--- config.mk ---
export PLATFORM = sky130hd
export DESIGN_NAME = hazard_scoreboard
export DESIGN_NICKNAME = d
export VERILOG_FILES = /design/src/rtl/hazard_pkg.sv /design/src/rtl/inst_reg_decode.sv /design/src/rtl/hazard_scoreboard.sv
export SDC_FILE = /design/constraint.sdc
export NUM_CORES = 1
export LEC_CHECK = 0
export BUFFER_PORTS_ARGS = -buffer_cell sky130_fd_sc_hd__buf_4
export CORE_AREA = 2 2 64 66
export CTS_CLUSTER_DIAMETER = 120
export DETAILED_ROUTE_END_ITERATION = 6
export DIE_AREA = 0 0 66 68
export PLACE_DENSITY = 0.85
export SLEW_MARGIN = 25
export SYNTH_ARGS = -nofsm -noshare
export SYNTH_HDL_FRONTEND = slang
export SYNTH_HIERARCHICAL = 1
export SYNTH_SLANG_ARGS = --single-unit
export TNS_END_PERCENT = 100
--- constraint.sdc ---
create_clock -name i_clk -period 8.29 [get_ports i_clk]
set_input_delay 0.829 -clock i_clk [delete_from_list [all_inputs] [get_ports i_clk]]
set_output_delay 0.829 -clock i_clk [all_outputs]
set_load 0.1 [all_outputs]
--- src/rtl/hazard_pkg.sv ---
// rtl/hazard_pkg.sv - shared opcode constants, register sizes and the decoded register-use record
package hazard_pkg;

  localparam int REG_W    = 3;
  localparam int NUM_REGS = 8;

  typedef logic [REG_W-1:0] reg_idx_t;

  localparam reg_idx_t LINK_REG = reg_idx_t'(7);

  localparam logic [4:0] OP_JR    = 5'b00101;
  localparam logic [4:0] OP_JAL   = 5'b00110;
  localparam logic [4:0] OP_JALR  = 5'b00111;
  localparam logic [4:0] OP_ST    = 5'b10000;
  localparam logic [4:0] OP_LD    = 5'b10001;
  localparam logic [4:0] OP_SLBI  = 5'b10010;
  localparam logic [4:0] OP_STU   = 5'b10011;
  localparam logic [4:0] OP_LBI   = 5'b11000;
  localparam logic [4:0] OP_BTR   = 5'b11001;
  localparam logic [4:0] OP_ALU_A = 5'b11010;
  localparam logic [4:0] OP_ALU_B = 5'b11011;

  // Opcode groups identified by their top three bits.
  localparam logic [2:0] OPG_IMM_A = 3'b010;
  localparam logic [2:0] OPG_BR    = 3'b011;
  localparam logic [2:0] OPG_IMM_B = 3'b101;
  localparam logic [2:0] OPG_ALU3  = 3'b111;

  typedef struct packed {
    reg_idx_t src1;
    logic     src1_v;
    reg_idx_t src2;
    logic     src2_v;
    reg_idx_t dest;
    logic     dest_v;
  } reg_use_t;

endpackage

--- src/rtl/inst_reg_decode.sv ---
// rtl/inst_reg_decode.sv - combinational map from a 16-bit instruction to its source/destination registers
module inst_reg_decode
  import hazard_pkg::*;
(
  input  logic [15:0] i_inst,
  output reg_use_t    o_use
);

  logic [4:0] w_op;
  logic [2:0] w_grp;
  reg_idx_t   w_rs;
  reg_idx_t   w_rt;
  reg_idx_t   w_rd;
  logic       w_unused;

  assign w_op     = i_inst[15:11];
  assign w_grp    = i_inst[15:13];
  assign w_rs     = i_inst[10:8];
  assign w_rt     = i_inst[7:5];
  assign w_rd     = i_inst[4:2];
  assign w_unused = &{1'b0, i_inst[1:0]};

  // Unused fields stay at zero with their valid flag low so downstream compares never see X.
  always_comb begin
    o_use = '0;
    if (w_op == OP_ALU_A || w_op == OP_ALU_B || w_grp == OPG_ALU3) begin
      o_use.src1 = w_rs; o_use.src1_v = 1'b1;
      o_use.src2 = w_rt; o_use.src2_v = 1'b1;
      o_use.dest = w_rd; o_use.dest_v = 1'b1;
    end else if (w_op == OP_BTR) begin
      o_use.src1 = w_rs; o_use.src1_v = 1'b1;
      o_use.dest = w_rd; o_use.dest_v = 1'b1;
    end else if (w_grp == OPG_IMM_A || w_grp == OPG_IMM_B || w_op == OP_LD) begin
      o_use.src1 = w_rs; o_use.src1_v = 1'b1;
      o_use.dest = w_rt; o_use.dest_v = 1'b1;
    end else if (w_op == OP_ST) begin
      o_use.src1 = w_rs; o_use.src1_v = 1'b1;
      o_use.src2 = w_rt; o_use.src2_v = 1'b1;
    end else if (w_op == OP_STU) begin
      o_use.src1 = w_rs; o_use.src1_v = 1'b1;
      o_use.src2 = w_rt; o_use.src2_v = 1'b1;
      o_use.dest = w_rs; o_use.dest_v = 1'b1;
    end else if (w_op == OP_LBI) begin
      o_use.dest = w_rs; o_use.dest_v = 1'b1;
    end else if (w_op == OP_SLBI) begin
      o_use.src1 = w_rs; o_use.src1_v = 1'b1;
      o_use.dest = w_rs; o_use.dest_v = 1'b1;
    end else if (w_op == OP_JR || w_grp == OPG_BR) begin
      o_use.src1 = w_rs; o_use.src1_v = 1'b1;
    end else if (w_op == OP_JALR) begin
      o_use.src1 = w_rs;     o_use.src1_v = 1'b1;
      o_use.dest = LINK_REG; o_use.dest_v = 1'b1;
    end else if (w_op == OP_JAL) begin
      o_use.dest = LINK_REG; o_use.dest_v = 1'b1;
    end
  end

endmodule

--- src/rtl/hazard_scoreboard.sv ---
// rtl/hazard_scoreboard.sv - decode-stage register scoreboard with RAW stall, busy vector and stall counter
module hazard_scoreboard
  import hazard_pkg::*;
#(
  parameter int WB_LAT = 3,
  parameter int CNT_W  = 2
) (
  input  logic          i_clk,
  input  logic          i_rst,
  input  logic [15:0]   i_id_inst,
  input  logic          i_id_valid,
  input  logic          i_hold,
  input  logic          i_flush,
  output logic          o_stall,
  output logic [7:0]    o_busy_vec,
  output logic [15:0]   o_stall_count
);

  localparam logic [CNT_W-1:0] LAT = CNT_W'(WB_LAT);

  logic [CNT_W-1:0]    r_cnt [NUM_REGS];
  logic [CNT_W-1:0]    w_cnt_nxt [NUM_REGS];
  logic [15:0]         r_stall_count;
  logic [NUM_REGS-1:0] w_busy;
  reg_use_t            w_use;
  logic                w_src_hit;
  logic                w_stall;
  logic                w_issue;

  inst_reg_decode u_decode (
    .i_inst (i_id_inst),
    .o_use  (w_use)
  );

  always_comb begin
    w_busy = '0;
    for (int i = 0; i < NUM_REGS; i++) begin
      w_busy[i] = (r_cnt[i] != '0);
    end
  end

  // Hazard check reads the pre-update counts, so an instruction never stalls on its own write.
  assign w_src_hit = (w_use.src1_v & w_busy[w_use.src1]) |
                     (w_use.src2_v & w_busy[w_use.src2]);
  assign w_stall   = i_id_valid & ~i_rst & w_src_hit;
  assign w_issue   = i_id_valid & ~w_stall & ~i_hold & ~i_flush & w_use.dest_v;

  always_comb begin
    for (int i = 0; i < NUM_REGS; i++) begin
      w_cnt_nxt[i] = (r_cnt[i] != '0) ? r_cnt[i] - 1'b1 : '0;
      if (i_flush) begin
        if (r_cnt[i] == LAT) begin
          w_cnt_nxt[i] = '0;
        end
      end else if (w_issue && w_use.dest == reg_idx_t'(i)) begin
        w_cnt_nxt[i] = LAT;
      end
    end
  end

  always_ff @(posedge i_clk or posedge i_rst) begin
    if (i_rst) begin
      for (int i = 0; i < NUM_REGS; i++) begin
        r_cnt[i] <= '0;
      end
    end else if (!i_hold) begin
      for (int i = 0; i < NUM_REGS; i++) begin
        r_cnt[i] <= w_cnt_nxt[i];
      end
    end
  end

  always_ff @(posedge i_clk or posedge i_rst) begin
    if (i_rst) begin
      r_stall_count <= '0;
    end else if (w_stall && !i_hold && r_stall_count != 16'hFFFF) begin
      r_stall_count <= r_stall_count + 16'd1;
    end
  end

  assign o_stall       = w_stall;
  assign o_busy_vec    = w_busy;
  assign o_stall_count = r_stall_count;

endmodule

After elaboration in Yosys (flattened, before gate mapping). Cells that the tools add are included.

Bits in registers: 32. Memories kept: 0. Logic and storage cells: 146. Bits in read-only memories: 0. Latch bits: 0. Memory bits (writable): 0. Output and inout port bits: 25.

$lt $le $gt $ge: 2. Reduce and logical (&&, ||, !) cells: 25. Shift-type cells: 0. Divide/modulo/power cells: 0. Equality and inequality tests: 31. Multiplexer cells: 57. Multiply operators: 0. Bitwise operators: 13. Add/sub/neg operators: 9.

Operators with widths (count): $mux 4 (19); $mux 2 (32); $eq 5x5->1 const B (8); $eq 3x3->1 const B (6); $add 16x1->16 const B (1); $eq 2x2->1 const B (8); $ne 16x16->1 const B (1); $reduce_bool 2->1 (8); $sub 2x1->2 const B (8); $eq 5x3->1 const B (3); $eq 3x2->1 const B (4); $mux 12 (1); $logic_and 1x1->1 (10); $and 1x1->1 (8); $lt 3x4->1 const B (2); $mux 8 (1); $bmux 1 s3 (2); $logic_or 1x1->1 (5); $not 1->1 (4); $eq 3x1->1 const B (1); $logic_not 3->1 (1); $mux 1 (2); $logic_not 1->1 (1); $or 1x1->1 (1).

Logic depth before layout (Yosys ltp). Gate-level depths: netlist of the first run.

Depth in word-level cells: 24. Mapped depth: 13. Mapped depth without buffers: 10.

Hierarchy. Netlist of the first run, hierarchy kept.

Modules (own cells, without submodules): hazard_scoreboard (cells an instance 184, area an instance 1830.5 um^2, times used 1, seq. area each 800.8 um^2); inst_reg_decode (cells an instance 47, area an instance 324.1 um^2, times used 1, seq. area each 0.0 um^2).

Worst setup path before layout of the first run. OpenSTA, ideal clock, no wires.

Path type: input -> output. From: in i_id_inst[12]. To: out o_stall. Slack: 4.069 ns. Path buffers: 3. Stages on the path: 12. Arrival time: 3.392 ns. Cells stage by stage: buf_6 nor4_1 a21oi_1 a21oi_2 and2_1 nor4b_1 a311o_1 o32ai_1 or2_1 buf_2 buf_6 and3_1.

RTL lines: from (decl) (RTL line hazard_scoreboard.sv:10) `input logic [15:0] i_id_inst,`; to (decl) (RTL line hazard_scoreboard.sv:14) `output logic o_stall,`.

==> results of run 1 <==
-- cell usage in the layout, fill, tap and decap left out, types with 2 or more instances in the layout --
cell type	Yosys	routed
nand4_1	5	5
nand2_1	7	7
nor3b_1	12	12
or2_2	7	7
or3_1	5	5
o21ai_0	10	10
inv_1	5	5
clkbuf_8	0	6
dfrtp_1	32	32
nand3_2	6	6
clkbuf_1	3	2
a2111oi_0	3	3
or3b_1	2	2
xnor2_1	16	16
nand4_2	2	2
nand3_1	2	2
nand2b_1	7	7
nor2_1	7	7
and2_1	6	6
a21oi_1	17	17
and3_1	7	7
nor4b_1	3	3
nor2b_1	11	11
buf_4	0	44
nor3_1	3	3
o21ai_1	17	17
a21o_1	3	3
o21bai_1	2	2
-- report_power, final --
group          internal, W  switching, W  total, W
combinational    0.0000433      0.000116  0.000159
clock            0.0000676     0.0000541  0.000122
sequential        0.000166     0.0000107  0.000176
total             0.000276      0.000181  0.000457
-- how the worst min path moves through the flow --
stage	start	to	cells past startpoint
global route	o_stall_count[14]	o_stall_count[14]	1
global placement	o_stall_count[14]	o_stall_count[14]	1
floorplan	r_cnt[9]	r_cnt[9]	2
CTS	o_stall_count[14]	o_stall_count[14]	1
finish	o_stall_count[14]	o_stall_count[14]	1
detailed placement	o_stall_count[14]	o_stall_count[14]	1
-- metrics by stage --
step / power, W / hold WS (ns) / util / std cells / area (µm²)
2_1_floorplan: 0.000303 / 0.493 / - / 231 / 2150
3_3_place_gp: 0.000336 / 0.485 / 0.644 / 315 / 2480
3_5_place_dp: 0.000338 / 0.489 / 0.644 / 315 / 2480
4_1_cts: 0.000460 / 0.502 / 0.667 / 323 / 2570
5_1_grt: 0.000478 / 0.520 / 0.667 / 323 / 2570
6_report: 0.000457 / 0.500 / 0.667 / 323 / 2570
-- sequential cells by signal, summed over array words and instances, names as in the netlist --
| register | count |
|---|---|
| o_stall_count | 16 |
| r_cnt | 16 |
-- routing by layer --
| metal | global-route usage | vias up |
|---|---|---|
| li1 | - | 926 |
| met1 | 0.306 | 890 |
| met2 | 0.389 | 44 |
| met3 | 0.0362 | 13 |
| met4 | 0.0969 | 0 |
| met5 | 0 | - |
-- logic make-up (layout without fill, tap and decap cells) --
| logic type | count (synthesis) | count (layout) | synth area share |
|---|---|---|---|
| AOI/OAI and AO/OA | 64 | 64 | 0.197 |
| and+or+nand+nor | 102 | 102 | 0.317 |
| buffers and inverters | 15 | 57 | 0.0383 |
| adders and majority gates | 1 | 1 | 0.00581 |
| xor gates and xnor gates | 16 | 16 | 0.0650 |
| DFF | 32 | 32 | 0.372 |
| muxes | 1 | 1 | 0.00523 |
-- layout make-up --
cell class | instances | share of cell area
clock buffer | 8 | 0.0350
timing repair buffer | 44 | 0.128
sequential | 32 | 0.311
multi-input combinational | 184 | 0.494
tap | 50 | 0.0243
inverter | 5 | 0.00729
-- critical path, stage by stage --
cell and delay [ns]:
buf_4 0.19, and4bb_2 0.26, a21oi_1 0.12, o32a_1 0.26, and2_1 0.31, or3b_1 0.39
a21oi_1 0.13, o32ai_1 0.11, or2_1 0.51, and3_1 0.31, buf_4 0.23
==> flow_results.org, run 1 <==
** Critical path
- The worst register-to-register path has a setup slack of 5.77 ns.
- STA puts the critical path data required time at 7.46 ns.
- The most critical setup path has its startpoint at i_id_inst[13].
- R2R depth :: 5
- CP startpoint kind :: input pin
- Setup Crit Path Kind :: in -> out
- The most critical setup path has its endpoint at o_stall.
- Crit-path max FO :: 18
- Category of the worst setup path capture point :: output port
- Critical Path AT :: 3.65 ns
- In this run the critical register-to-register path is captured at o_stall_count[1].
- Start of the worst register-to-register path :: o_stall_count[0]

** Final layout
- FF+latch area :: 801 µm²
- The multi-input combinational cells in the finished layout cover a total of 0.00127 mm².
- Share of post-route cells with drive strength above 1 :: 0.264
- The repair_antennas step left the layout with diodes totalling 0.
- After the last flow step, the layout net total stands at 294.
- Fill count :: 345
- Signed area change from the synthesized netlist to the final layout :: 19.5%

** Run
- Max-cap violation count :: 0

** Synthesis
- Post-synthesis net count :: 253
- The cell count after synthesis came out at 231.
- Of the post-synthesis cell area, the dominant cell type holds 0.372.
- After synthesis the cells add up to 0.00215 mm².
- The most used flip-flop cell after synthesis is dfrtp_1.
- Fraction of synthesis flops using an asynchronous set or reset pin :: 1.00
- Yosys attributes the largest share of cell area to dfrtp_1 (37%), xnor2_1 (6.5%), nor3b_1 (4.2%), a21oi_1 (3.9%), o21ai_1 (3.9%).
- FF+latch count, synth :: 32
- Synth Warn # :: 6
- Post-synthesis area per instance :: 9.33 µm²
- Number of flops mapped to enable cells by yosys :: 0
- Of the synthesized area, sequential elements account for 0.372.
- Among all cell types in the netlist, the one instantiated most often is dfrtp_1.
- After synthesis, the netlist uses 53 different library cells.
- Largest area contributor in the synthesized netlist :: dfrtp_1
- Leading post-synthesis cells by instance count :: dfrtp_1 (32), a21oi_1 (17), o21ai_1 (17), xnor2_1 (16), nor3b_1 (12)

** Drt
- In the final routed layout, each cell accounts on average for 14.9 µm.
- After detailed routing, the number of vias per cell comes to 5.80.
- The detailed router finished its first iteration with 162 violations.
- The first detailed-routing pass took 4 iterations.
- The detail route stage leaves a number of antenna-violating nets equal to 0.
- In the routed design, unresolved DRC markers number 0.
- Via Count :: 1873
- After detailed routing, the met2 layer carries 2260 µm of wire.
- The final layout contains routed wiring with a total length of 4820 µm.
- The detailed router used layers up to and including met4.
- In the final routing, the length of wire on met1 measures 2270 µm.
- The routed design uses 188 µm of met3 wire.

** Timing
- Once routing completed, OpenROAD measured the worst setup slack at 3.81 ns.
- The max-slew violation total from the final report came to 0.
- Setup repair after global routing missed its margin :: false
- Dividing the final minimum period by the clock period gives 0.541.
- Time the final worst path needs with I/O delays and setup :: 4.48 ns
- Fmax achieved :: 223 MHz
- Count of final hold-check violations :: 0
- Count of endpoints failing setup in the final report :: 0
- At the pin with the least slew margin, the transition time is 0.871 ns.
- In this run the tightest slew margin relative to its limit is 0.419.
- Setup total negative slack on the finished layout was measured at 0 ns.
- Worst Skew :: 0.00573 ns

** Clock network
- Number of buffers between clock root and the deepest sink :: 2
- Postcts setup bufs :: 0
- CTS built an H-tree with a depth of 2.
- Source-to-sink clock delay at the later pin of the worst-skew pair :: 0.28 ns
- The tree built by TritonCTS fans out to 32 sinks.
- CTS buffer count :: 5
- Post-CTS repair changed the size of 0 cells.
- TritonCTS built the clock tree.
- Hold bufs inserted after CTS :: 0
- Clock-pin slew was measured on the worst setup and hold paths at 0.06 ns.
- The tree is rooted in a clkbuf_8.

** Floorplanning
- For this design the top-level I/O count stands at 46.
- Overall die area :: 0.00449 mm²
- Overall die width :: 66 µm
- Num rows :: 23
- The initial utilization of the core area, before any placement, comes to 0.559.
- Measured along the y axis, the die boundary spans 68 µm.
- The core region is 0.00386 mm².

** Global routing
- The number of antenna violations at the first check in global routing is 0.
- First-pass GRT wire length :: 8010 µm
- Remaining Overflow, GRT :: 0
- The number of global-route vias before repair is 1818.
- For this run, the total global-route usage over all layers was measured as 0.234.
- Maximum number of pins on one net before global-route repair :: 34

** Place
- Prior to clock tree synthesis, the placed netlist has a worst setup slack of 3.84 ns.
- HPWL Detailed :: 3430 µm
- Port Buf Inserts :: 43
- Final weighted congestion in routability-driven placement :: 0.803

** Pwr
- The analysis attributes to cell leakage a power of 1.16 nW.
- The worst-case IR drop observed on VDD is 188 µV.
- Power per Cell Area :: 178 mW/mm²

** Min path
- In this run the worst hold path is classified as reg -> reg.

** Status
- Result of the run :: finished, final reports clean
No activity file was read; power rests on OpenSTA's default activity.
==> run 2: changes to the inputs <==
Settings changed: CORE_AREA 2 2 64 66 to 2 2 70 72, DIE_AREA 0 0 66 68 to 0 0 72 74, PLACE_DENSITY 0.85 to 0.76.
Clock period 8.29 ns to 3.6 ns, I/O delays scaled along.
==> run 2 against run 1 <==
Net effect: worst hold slack worse by 0.0083 ns; register-to-register slack lost 4.4 ns; sequential cell count unchanged; core utilization is 9.7 points lower; global-route usage down 3.5 points; sequential power increased by 130%; power increased by 150%; clock skew grew 0.0024 ns; die area rose by 19%; count of clock-buffer cells in the layout down 3; critical path type unchanged; via count up 2.2%.
==> flow_results.org, run 2 (synthesis results as in run 1) <==
** Clock network
- Number of sinks driven by the clock tree :: 32 (unchanged)
- Clock tree from TritonCTS :: built
- Number of gates given a new drive strength after cts :: 0 (unchanged)
- The CTS clock-pin slew for the worst setup and hold paths was 0.07 ns (about the same).
- Number of buffers between clock root and the deepest sink :: 2 (unchanged)
- H-Tree Level Count :: 2 (unchanged)
- Clock root buffer master :: clkbuf_8
- Hold bufs inserted after CTS :: 1 (+1)
- Postcts setup bufs :: 0 (unchanged)
- The clock latency of the later-clocked register in the worst-skew pair is 0.29 ns (about the same).
- CTS buffer count :: 5 (unchanged)

** Final layout
- Most frequent standard cell in the layout excluding fill and tap cells :: buf_4
- The share of layout cells above drive strength 1 is 0.275 (+0.0116).
- Fill count :: 427 (+24%)
- Total area of multi-input combinational cells :: 0.00127 mm² (unchanged)
- Compared with the post-synthesis result, the final layout area differs by 21.8%.
- Non-filler instance count after layout :: 330 (+2.2%)
- The antenna cell count was 0 (unchanged).
- The final standard cell area without fillers is 0.00263 mm² (+2.0%).
- The net count of the finished layout was 297 (+1.0%).
- The area taken by flip-flops and latches came to 801 µm² (unchanged).
- In the layout the commonest cells are buf_4 (46), dfrtp_1 (32), a21oi_1 (17), o21ai_1 (17), xnor2_1 (16).

** Drt
- DRC violation count after routing :: 0 (unchanged)
- Pre-antenna DRT Iters :: 4 (unchanged)
- Detailed-route vias per instance :: 5.80 (about the same)
- The post-route antenna net violation count is 0 (unchanged).
- Number of design-rule violations left by the first detailed-router iteration :: 96 (-41%)
- The wire length after detailed routing was 4940 µm (+2.4%).
- The number of vias after detailed routing is 1914 (+2.2%).
- Average wire per standard cell :: 15.0 µm (+0.25%)

** Place
- The count of placed standard cells including taps came to 321 (+1.9%).
- The last weighted congestion value of the routability-driven placer came to 0.836 (+4.0%).
- The cell area after placement is 0.00250 mm² (+0.81%).
- HPWL Detailed :: 3550 µm (+3.4%)
- The count of buffers from port buffering came to 43 (unchanged).

** Floorplanning
- Core region area :: 0.00460 mm² (+19%)
- The horizontal die dimension came to 72 µm (+9.1%).
- Overall die area :: 0.00533 mm² (+19%)
- Number of I/O pins :: 46 (unchanged)
- The number of cell rows is 25 (+8.7%).
- The height of the die was 74 µm (+8.8%).
- Initial core utilization :: 0.469 (-0.0902)

** Global routing
- The met3 track utilization from global routing was 0.0420 (+0.00582).
- Global-route total usage across every layer :: 0.198 (-0.0352)
- The wire length of the first global-routing pass came to 8250 µm (+2.9%).
- Met1 Resource Use GR :: 0.253 (-0.0533)
- The total congestion overflow after global routing came to 0 (unchanged).
- Met2 usage :: 0.336 (-0.0525)
- Antenna violations before repair :: 0 (unchanged)
- Vias in the first global route :: 1849 (+1.7%)
- The largest net degree at the start of global routing is 31 (-8.8%).
- Global-route layer with the greatest usage :: met2

** Timing
- Fmax achieved :: 323 MHz
- Setup repair after global routing missed its margin :: false
- Max-slew violation count :: 0 (unchanged)
- Max-Slew Margin vs Limit :: 0.608 (+0.188)
- The sum of negative setup slack was 0 ns (unchanged).
- Actual transition at the worst max-transition pin :: 0.588 ns (-0.282 ns)
- Count of final hold-check violations :: 0 (unchanged)
- Of the available clock period, the critical path in the final layout requires 0.860.
- Count of endpoints failing setup in the final report :: 0 (unchanged)
- Worst-case hold slack :: 0.492 ns (-0.00825 ns)
- The clock skew after layout came to 0.00809 ns (+0.00236 ns).
- Time the final worst path needs with I/O delays and setup :: 3.09 ns

** Pwr
- Power per Cell Area :: 427 mW/mm² (+140%)
- Worst supply voltage drop on vdd :: 450 µV (+140%)
- The total power came to 0.00112 W (+150%).
- Static leakage :: 1.18 nW (+2.0%)

** Critical path
- CP startpoint kind :: input pin
- The biggest fanout along the worst timing path was 18 (unchanged).
- Data required time of the worst path :: 3.24 ns (-4.22 ns)
- Critical Path AT :: 2.73 ns (-0.92 ns)
- Setup Crit Path Kind :: in -> out
- Category of the worst setup path capture point :: output port

** Run
- Max-cap violation count :: 0 (unchanged)

** Status
- Result of the run :: finished, final reports clean

** Min path
- Hold Crit Class :: reg -> reg
## run 2: cell count changes in the layout (fill, tap and decap cells not counted)
cell	change
dlygate4sd3_1	+1
clkbuf_8	-1
clkinv_2	+1
buf_4	+2
clkinvlp_4	+1
clkbuf_1	-2
bufinv_16	+1
## run 2: per-stage QoR
step                      utilization  setup slack [ns]
after floorplan                     -             0.317
after global placement          0.544             0.503
after detailed placement        0.544             0.483
after CTS                       0.571             0.504
after global routing            0.571             0.307
final                           0.571             0.505
## run 2: power by group
| group | internal, W | switching (W) |
|---|---|---|
| Combinational | 0.000103 | 0.000268 |
| Sequential | 0.000381 | 0.0000233 |
| Clock | 0.000205 | 0.000140 |
## run 2: final cells by class
cell class / instances / area share
Clock buffer: 5 / 0.0262
Inverter: 5 / 0.00715
Tap cell: 54 / 0.0257
Multi-Input combinational cell: 184 / 0.484
Timing Repair Buffer: 47 / 0.135
Sequential cell: 32 / 0.305
Clock inverter: 3 / 0.0162
## run 2: final timing paths
| check | from | end | slack [ns] | depth (start not counted) |
|---|---|---|---|---|
| min reg2reg | o_stall_count[9] | o_stall_count[9] | 0.49 | 1 |
| min in group asynchronous | i_rst | o_stall_count[4] | 0.54 | 3 |
| max reg2reg | o_stall_count[0] | o_stall_count[15] | 1.34 | 6 |
| max in group asynchronous | i_rst | r_cnt[10] | 2.46 | 4 |
| min | o_stall_count[9] | o_stall_count[9] | 0.49 | 1 |
| max | i_id_inst[13] | o_stall | 0.51 | 11 |
## run 2: critical path, cell delays in order
cell and delay, ns:
buf_4 0.19, and4bb_2 0.26, a21oi_1 0.10, o32a_1 0.23, and2_1 0.30, or3b_1 0.38, a21oi_1 0.14, o32ai_1 0.11
or2_1 0.25, and3_1 0.19, buf_4 0.23
## run 2: metal layers
metal	vias up	routed length, µm
met5	-	0
met4	0	62
met3	5	242
met2	42	2370
met1	931	2260
li1	936	-
